===== src/rtl/instruction_fetch_pkg.sv =====
// Shared types and constants for the instruction fetch slice: widths, the fetch-entry
// record and the queue occupancy classification.
package instruction_fetch_pkg;

    localparam int          INST_W           = 32;
    localparam int          WADDR_W          = 30;
    localparam logic [31:0] PC_STEP          = 32'd4;
    localparam logic [31:0] DEFAULT_RESET_PC = 32'h0040_0000;

    typedef struct packed {
        logic [31:0]       pc;
        logic [INST_W-1:0] inst;
    } fetch_entry_t;

    typedef enum logic [1:0] {
        Q_EMPTY   = 2'd0,
        Q_PARTIAL = 2'd1,
        Q_FULL    = 2'd2
    } queue_state_t;

    // Word-align a byte address by clearing the two low bits.
    function automatic logic [31:0] word_align(input logic [31:0] addr);
        return addr & 32'hFFFF_FFFC;
    endfunction

endpackage


===== src/rtl/instruction_fetch_queue.sv =====
// Synchronous FIFO of fetch entries; flush overrides push and pop in the same cycle.
module instruction_fetch_queue
    import instruction_fetch_pkg::*;
#(
    parameter int DEPTH = 4,
    localparam int PTR_W = $clog2(DEPTH),
    localparam int CNT_W = $clog2(DEPTH) + 1
) (
    input  logic         clock,
    input  logic         reset,
    input  logic         push,
    input  logic         pop,
    input  logic         flush,
    input  fetch_entry_t wr_entry,
    output fetch_entry_t rd_entry,
    output logic         full,
    output logic         empty,
    output logic [CNT_W-1:0] count
);

    fetch_entry_t     mem_r [DEPTH];
    logic [PTR_W-1:0] wr_ptr_r;
    logic [PTR_W-1:0] rd_ptr_r;
    logic [CNT_W-1:0] count_r;
    logic             push_ok_s;
    logic             pop_ok_s;

    assign full      = (count_r == CNT_W'(DEPTH));
    assign empty     = (count_r == '0);
    assign count     = count_r;
    assign rd_entry  = mem_r[rd_ptr_r];
    // A full queue still accepts a write when the head leaves in the same cycle.
    assign pop_ok_s  = pop & ~empty;
    assign push_ok_s = push & (~full | pop_ok_s);

    // Pointer and occupancy bookkeeping.
    always_ff @(posedge clock or negedge reset) begin
        if (!reset) begin
            wr_ptr_r <= '0;
            rd_ptr_r <= '0;
            count_r  <= '0;
        end else if (flush) begin
            wr_ptr_r <= '0;
            rd_ptr_r <= '0;
            count_r  <= '0;
        end else begin
            if (push_ok_s) wr_ptr_r <= wr_ptr_r + PTR_W'(1);
            if (pop_ok_s)  rd_ptr_r <= rd_ptr_r + PTR_W'(1);
            case ({push_ok_s, pop_ok_s})
                2'b10:   count_r <= count_r + CNT_W'(1);
                2'b01:   count_r <= count_r - CNT_W'(1);
                default: count_r <= count_r;
            endcase
        end
    end

    // Entry storage.
    always_ff @(posedge clock or negedge reset) begin
        if (!reset) begin
            for (int i = 0; i < DEPTH; i++) mem_r[i] <= '0;
        end else if (push_ok_s && !flush) begin
            mem_r[wr_ptr_r] <= wr_entry;
        end
    end

endmodule


===== src/rtl/instruction_fetch.sv =====
// Fetch stage: owns the PC, addresses instruction memory and queues {pc, inst} pairs
// for decode; redirects reload the PC and discard everything queued.
module instruction_fetch
    import instruction_fetch_pkg::*;
#(
    parameter int          DEPTH    = 4,
    parameter logic [31:0] RESET_PC = DEFAULT_RESET_PC
) (
    input  logic               clock,
    input  logic               reset,
    input  logic               enable,
    output logic [WADDR_W-1:0] imem_addr,
    input  logic [INST_W-1:0]  imem_data,
    input  logic               redirect_valid,
    input  logic [31:0]        redirect_pc,
    output logic               inst_valid,
    output logic [INST_W-1:0]  inst,
    output logic [31:0]        inst_pc,
    input  logic               inst_ready
);

    localparam int CNT_W = $clog2(DEPTH) + 1;

    logic [31:0]      pc_r;
    logic             push_s;
    logic             pop_s;
    logic             full_s;
    logic             empty_s;
    logic [CNT_W-1:0] count_s;
    fetch_entry_t     wr_entry_s;
    fetch_entry_t     head_s;
    queue_state_t     qstate_s;

    assign imem_addr  = pc_r[31:2];
    assign wr_entry_s = '{pc: pc_r, inst: imem_data};
    assign inst_valid = (qstate_s != Q_EMPTY);
    assign pop_s      = inst_valid & inst_ready;
    assign push_s     = enable & ~redirect_valid & ((count_s < CNT_W'(DEPTH)) | pop_s);

    instruction_fetch_queue #(.DEPTH(DEPTH)) u_queue (
        .clock    (clock),
        .reset    (reset),
        .push     (push_s),
        .pop      (pop_s),
        .flush    (redirect_valid),
        .wr_entry (wr_entry_s),
        .rd_entry (head_s),
        .full     (full_s),
        .empty    (empty_s),
        .count    (count_s)
    );

    // Classify queue occupancy.
    always_comb begin
        qstate_s = Q_PARTIAL;
        case ({full_s, empty_s})
            2'b01:   qstate_s = Q_EMPTY;
            2'b10:   qstate_s = Q_FULL;
            default: qstate_s = Q_PARTIAL;
        endcase
    end

    // Head presentation; zeroed whenever nothing is queued.
    always_comb begin
        inst    = '0;
        inst_pc = '0;
        if (inst_valid) begin
            inst    = head_s.inst;
            inst_pc = head_s.pc;
        end else begin
            inst    = '0;
            inst_pc = '0;
        end
    end

    // Program counter: redirect beats sequential advance; wraps silently at 2^32.
    always_ff @(posedge clock or negedge reset) begin
        if (!reset) begin
            pc_r <= RESET_PC;
        end else if (redirect_valid) begin
            pc_r <= word_align(redirect_pc);
        end else if (push_s) begin
            pc_r <= pc_r + PC_STEP;
        end else begin
            pc_r <= pc_r;
        end
    end

endmodule


===== config.mk =====
export PLATFORM = sky130hd
export DESIGN_NAME = instruction_fetch
export DESIGN_NICKNAME = d
export VERILOG_FILES = /design/src/rtl/instruction_fetch_pkg.sv /design/src/rtl/instruction_fetch_queue.sv /design/src/rtl/instruction_fetch.sv
export SDC_FILE = /design/constraint.sdc
export NUM_CORES = 1
export LEC_CHECK = 0
export BUFFER_PORTS_ARGS = -buffer_cell sky130_fd_sc_hd__buf_2
export CORE_MARGIN = 8
export CORE_UTILIZATION = 32
export DETAILED_ROUTE_END_ITERATION = 16
export GPL_ROUTABILITY_DRIVEN = 0
export SYNTH_ARGS = -nofsm -noshare
export SYNTH_HDL_FRONTEND = slang
export SYNTH_SLANG_ARGS = --single-unit

===== constraint.sdc =====
create_clock -name clock -period 3.9 [get_ports clock]
set_input_delay 0.195 -clock clock [delete_from_list [all_inputs] [get_ports clock]]
set_output_delay 0.195 -clock clock [all_outputs]
set_load 0.02 [all_outputs]

==> metrics.md, run 1 <==
| Metric | Value |
|---|---|
| IO Count | `164` |
| Postcts setup bufs | `0` |
| CP Class | `flip-flop to output port` |
| Fmax | `359.0 MHz` |
| Vias in the first global route | `9458` |
| DR vias/cell | `5.093` |
| Area Overhead vs Synth | `22.84%` |
| Die height | `221.6 um` |
| Post-route ant nets | `0` |
| Worst path required time | `3.70 ns` |
| Seq cells post-synth | `285` |
| CP max FO | `36` |
| Ys async rst share | `100.0%` |
| DIE AREA | `49110 um^2` |
| CTS H-Tree Depth | `2` |
| Synth area leaders | `dfrtp_1 (53%), mux2_2 (21%), mux4_2 (10%)` |
| Root buf cell | `clkbuf_16` |
| Grt ovf | `0` |
| Post-CTS sizing | `0` |
| Final HPWL DP | `20690 um` |
| Fillers | `3930` |
| Mapped Area | `13530 um^2` |
| Max-cap viol count | `0` |
| CTS Buffer Depth | `3` |
| Antenna Cells | `0` |
| Max-slew violations | `0` |
| Wire length per cell | `20.15 um` |
| Initial Util | `32.32%` |
| Critical path arrival | `2.59 ns` |
| Skew final | `0.01153 ns` |
| Top cell type by total area after synthesis | `dfrtp_1` |
| Layout cells sized above 1 | `46.34%` |
| CTS Buf Count | `35` |
| Sequential area share after synthesis | `52.73%` |
| CP Launch Type | `flip-flop` |
| TritonCTS clock tree | `built` |
| Sink Count | `285` |
| 1st-pass router iterations | `4` |
| Slew at the pin closest to its max-slew limit | `1.147 ns` |
| Vias | `8791` |
| Synth Flop Type | `dfrtp_1` |
| Peak supply drop | `0.4098 mV` |
| GRT Total Usage | `14.27%` |
| Final min period | `2.785 ns` |
| Die width | `221.6 um` |
| Clk Latency, worst-skew pair | `0.53 ns` |
| Synth cell types | `50` |
| Most common cell in the netlist | `dfrtp_1` |
| First-pass GRT wire length | `56010 um` |
| Residual DRC | `0` |
| Final hold vios | `0` |
| Nets@finish | `1236` |
| Setup TNS | `0 ns` |
| Most frequent cells after synthesis | `dfrtp_1 (284), mux2_2 (249), and2_1 (64)` |
| CTS clk-pin slew, worst paths | `0.06 ns` |
| CP max stage cell | `or3_2` |
| Slew margin rel. | `23.51%` |
| Core region area | `41850 um^2` |
| Critical-path cell list | `or3_2 -> buf_4 -> and2_1 -> buf_2` |
| Largest net degree at the start of global routing | `119` |
| Initial antenna violation count | `1` |
| Fin area | `16620 um^2` |
| I/O Buffers | `159` |
| Share of the synthesized area in the top cell type | `52.53%` |
| Total wire length | `34790 um` |
| Crit share post-route | `71.42%` |
| Synth Area per Inst | `13.90 um^2` |
| Status | `complete, no violations` |
| Tightest Hold Check Type | `input pin to flip-flop` |
| LEAKAGE | `0.007286 uW` |
| # rows | `75` |
| Post-synth EDFFs | `0` |
| RSZ-0062 raised after global routing | `no` |
| DRT iter0 DRCs | `537` |
| CP peak stage delay | `0.82 ns` |
| Post-Syn Instances | `973` |
| CP endpoint kind | `output port` |
| PwrDens | `707.8 nW/um^2` |
| DP Area | `14860 um^2` |
| Final setup violation count | `0` |
| Yosys warning total | `0` |
[per-layer routing]
layer / global-route usage (%) / routed length (um)
met1: 19.04 / 15970
met2: 23.09 / 16720
met3: 3.716 / 1559
met4: 3.186 / 526
met5: 0 / 13
[critical path: cells and delay by family, from the launching register on]
family | cells | cell delay, ns
buffers and inverters | 2 | 0.56
and+or+nand+nor | 2 | 1.05
DFF | 1 | 0.43
[power breakdown]
part | leakage, uW | internal (uW) | switching (uW)
clock network | 0.000552 | 1910 | 1270
registers | 0.00351 | 4050 | 692
logic | 0.00322 | 2090 | 1760
total | 0.00729 | 8040 | 3720
[stage by stage]
stage	power, uW	utilization, %	setup slack [ns]	cells	hold WS (ns)
floorplan	7404	-	1.864	974	-0.1006
global placement	8535	35.50	1.320	1601	0.3538
detailed placement	8663	35.50	1.275	1601	0.3484
CTS	11970	39.71	0.9879	1726	0.007476
global route	12480	39.71	0.9390	1726	0.01763
finish	11760	39.71	1.115	1726	0.05879
[path summary, 6_finish.rpt]
path,startpoint,to,slack [ns],cells past startpoint
worst max register to register,u_queue.count[2],u_queue.mem_r[103],1.29,5
worst min register to register,u_queue.mem_r[77],u_queue.mem_r[77],0.50,1
min in group asynchronous,reset,u_queue.mem_r[141],0.34,2
max in group asynchronous,reset,u_queue.mem_r[247],2.43,3
worst max-delay path,u_queue.count[0],inst_pc[4],1.11,4
worst min-delay path,redirect_pc[31],pc_r[31],0.06,4
[sequential cells by signal, summed over array words and instances (netlist names)]
register,flops
u_queue.count,3
u_queue.rd_ptr_r,2
pc_r,30
u_queue.mem_r,248
u_queue.wr_ptr_r,2
[layout by cell type, fill, tap and decap left out, drive strengths merged, types with 7 or more instances in the layout]
cell / Yosys / routed
o21ai: 10 / 10
nand3: 27 / 27
o31ai: 18 / 18
buf: 39 / 171
nand4: 16 / 16
clkbuf: 44 / 52
nor2: 20 / 20
nor2b: 10 / 10
inv: 7 / 7
mux2: 249 / 249
and2: 64 / 64
or4: 12 / 12
a21oi: 10 / 10
dfrtp: 284 / 284
mux4: 62 / 62
dlygate4sd3: 0 / 62
nand2: 22 / 22
a31oi: 9 / 9
[cell type report]
cell class / instances / area [um^2] / area share [%]
timing repair buffer: 233 / 1604 / 9.652
tap: 539 / 674.4 / 4.058
multi-input combinational: 599 / 6033 / 36.30
clock buffer: 52 / 1072 / 6.452
sequential: 285 / 7141 / 42.97
inverter: 7 / 26.28 / 0.1581
clock inverter: 11 / 67.56 / 0.4066
[what timing repair did]
action,in CTS,in global routing
endpoints found under the hold margin,273,0
setup endpoints to repair,0,0
hold buffers,62,0
[logic make-up after synthesis]
kind of cell,Yosys count,share of synthesized area (%)
compound gates,64,3.182
xor+xnor,9,0.5827
fa+ha+maj,6,0.6104
buf+inv,90,2.932
flops,285,52.73
mux,312,31.12
other cells,1,0.02772
simple gates,206,8.814
Note: power is estimated with default switching activity, not from simulation.
==> inputs of run 2 (changes only) <==
Clock period 3.9 ns to 2.87 ns, I/O delays scaled along.
==> run 2 against run 1 <==
  * First-iteration DRC count shrank 16%
  * Worst hold slack gained 0.022 ns
  * Clock power grew 37%
  * Via count grew 1.7%
  * Critical path depth is the same
  * Global-route usage grew 0.056 points
  * Combinational power grew 38%
  * Flip-flop and latch count is the same
  * Clock skew grew 0.0043 ns
  * Die area is the same
  * Highest routed layer is now met4
==> metrics.md, run 2 (synthesized netlist as in run 1, its figures left out) <==
| Metric | Value |
|---|---|
| Multi-input logic area | `6033 um^2 (unchanged)` |
| Layout cells sized above 1 | `46.34% (about the same)` |
| LEAKAGE | `0.007384 uW (+1.3%)` |
| Worst path required time | `2.73 ns (-0.97 ns)` |
| Post-route ant nets | `0 (unchanged)` |
| Sw Ratio | `31.11% (-0.49 points)` |
| Clk Latency, worst-skew pair | `0.52 ns (about the same)` |
| Skew final | `0.01587 ns (+0.004343 ns)` |
| Combinational Power Share | `33.2% (+0.5 points)` |
| Initial antenna violation count | `0 (-1)` |
| Root buf cell | `clkbuf_16` |
| Final HPWL DP | `22090 um (+6.7%)` |
| Wire length per cell | `20.25 um (+0.46%)` |
| Register area | `7141 um^2 (unchanged)` |
| DP Area | `15020 um^2 (+1.1%)` |
| Peak supply drop | `0.4552 mV (+11%)` |
| Max-slew violations | `0 (unchanged)` |
| Vias | `8940 (+1.7%)` |
| DR vias/cell | `5.132 (+0.76%)` |
| Seq pwr share | `39.9% (-0.4 points)` |
| Setup TNS | `0 ns (unchanged)` |
| PwrDens | `957.2 nW/um^2 (+35%)` |
| Most frequent cells in the layout | `dfrtp_1 (282), mux2_2 (249), buf_2 (158)` |
| Largest net degree at the start of global routing | `89 (-25%)` |
| Area Overhead vs Synth | `24.11%` |
| I/O Buffers | `159 (unchanged)` |
| Tightest Hold Check Type | `input pin to flip-flop` |
| CP max FO | `28 (-22%)` |
| Cell internal pwr | `11070 uW (+38%)` |
| Initial Util | `32.32% (unchanged)` |
| Total wire length | `35270 um (+1.4%)` |
| Core region area | `41850 um^2 (unchanged)` |
| GRT Total Usage | `14.32% (+0.056 points)` |
| Most common cell after layout, fill and taps aside | `dfrtp_1` |
| Biggest register | `u_queue.mem_r` |
| CTS H-Tree Depth | `2 (unchanged)` |
| Fillers | `3906 (-0.61%)` |
| DRT iter0 DRCs | `449 (-16%)` |
| Vias in the first global route | `9765 (+3.2%)` |
| IO Count | `164 (unchanged)` |
| Final min period | `2.589 ns` |
| Grt ovf | `0 (unchanged)` |
| CTS Buf Count | `35 (unchanged)` |
| 1st-pass router iterations | `4 (unchanged)` |
| RSZ-0062 raised after global routing | `no` |
| CP Class | `flip-flop to output port` |
| Die height | `221.6 um (unchanged)` |
| Slew margin rel. | `44.86% (+21 points)` |
| Fmax | `386.2 MHz` |
| Residual DRC | `0 (unchanged)` |
| CP endpoint kind | `output port` |
| Nets@finish | `1255 (+1.5%)` |
| Final setup violation count | `0 (unchanged)` |
| DIE AREA | `49110 um^2 (unchanged)` |
| Slew at the pin closest to its max-slew limit | `0.8241 ns (-0.3232 ns)` |
| Final hold vios | `0 (unchanged)` |
| Die width | `221.6 um (unchanged)` |
| Post-CTS sizing | `0 (unchanged)` |
| TritonCTS clock tree | `built` |
| Power Total | `16070 uW (+37%)` |
| # rows | `75 (unchanged)` |
| Psw | `5000 uW (+35%)` |
| First-pass GRT wire length | `56330 um (+0.58%)` |
| CTS Buffer Depth | `3 (unchanged)` |
| Max-cap viol count | `0 (unchanged)` |
| Status | `complete, no violations` |
| Max reg flops | `248 (unchanged)` |
| Fin area | `16790 um^2 (+1.0%)` |
| CTS clk-pin slew, worst paths | `0.06 ns (about the same)` |
| R2R depth | `6 (+1)` |
| Crit share post-route | `90.22%` |
| Hold Path Depth | `4 (unchanged)` |
| Critical path arrival | `2.45 ns (-0.14 ns)` |
| Clock Power Share | `26.9% (about the same)` |
| CP Launch Type | `flip-flop` |
| Sink Count | `285 (unchanged)` |
[run 2: cell types whose count changed in the layout (fill, tap and decap cells not counted), sizes merged]
cell / previous run / this run
buf: 171 / 188
clkinvlp: 5 / 0
clkinv: 6 / 2
clkbuf: 52 / 55
bufinv: 0 / 2
dlygate4sd3: 62 / 64
diode: 0 / 1
[run 2: worst paths after layout]
path	startpoint	endpoint	slack (ns)
setup / recovery	u_queue.rd_ptr_r[0]	inst_pc[5]	0.28
hold / removal	inst_ready	u_queue.rd_ptr_r[1]	0.08
setup reg to reg	u_queue.count[2]	u_queue.mem_r[90]	0.58
hold reg to reg	u_queue.mem_r[89]	u_queue.mem_r[89]	0.50
max in group asynchronous	reset	u_queue.rd_ptr_r[1]	1.81
min in group asynchronous	reset	u_queue.mem_r[208]	0.25
[run 2: worst max-delay path: stages (launching register included)]
cell	delay (ns)
dfrtp_4	0.69
buf_12	0.32
mux4_2	0.54
and2_1	0.19
buf_2	0.16
[run 2: what timing repair did]
action,in CTS,in global routing
hold buffers,64,0
setup buffers,0,0
hold endpoints to repair,239,0
[run 2: cell type report]
type,count,share of cell area (%)
timing repair buffer,252,10.66
antenna,1,0.01490
clock buffer,55,6.275
multi-input combinational,599,35.93
inverter,7,0.1565
clock inverter,4,0.4173
tap,539,4.017
sequential,285,42.53
[run 2: power by group through the flow]
| stage | Clock (uW) | Combinational (uW) | Sequential (uW) |
|---|---|---|---|
| after detailed placement | 0 | 5370 | 6470 |
| after floorplan | 0 | 3950 | 6110 |
| after CTS | 4490 | 5450 | 6410 |
| final | 4330 | 5330 | 6410 |
| after global placement | 0 | 5270 | 6380 |
| after global routing | 4640 | 5780 | 6610 |
[run 2: routing by layer]
layer	global-route usage (%)	part of all wire (%)	up-vias
met1	18.91	46	4649
met3	2.804	4.7	54
li1	-	-	4024
met4	4.554	2.2	0
met2	23.49	48	213
met5	0	0	-
[run 2: metrics by stage]
| step | hold slack (ns) | setup slack [ns] | cells | util (%) |
|---|---|---|---|---|
| floorplan | -0.1521 | 0.8341 | 974 | - |
| global placement | 0.2131 | 0.6352 | 1618 | 35.90 |
| detailed placement | 0.2224 | 0.5975 | 1618 | 35.90 |
| CTS | 0.04415 | 0.1832 | 1741 | 40.11 |
| global route | 0.08137 | 0.1227 | 1741 | 40.11 |
| finish | 0.08093 | 0.2807 | 1742 | 40.12 |
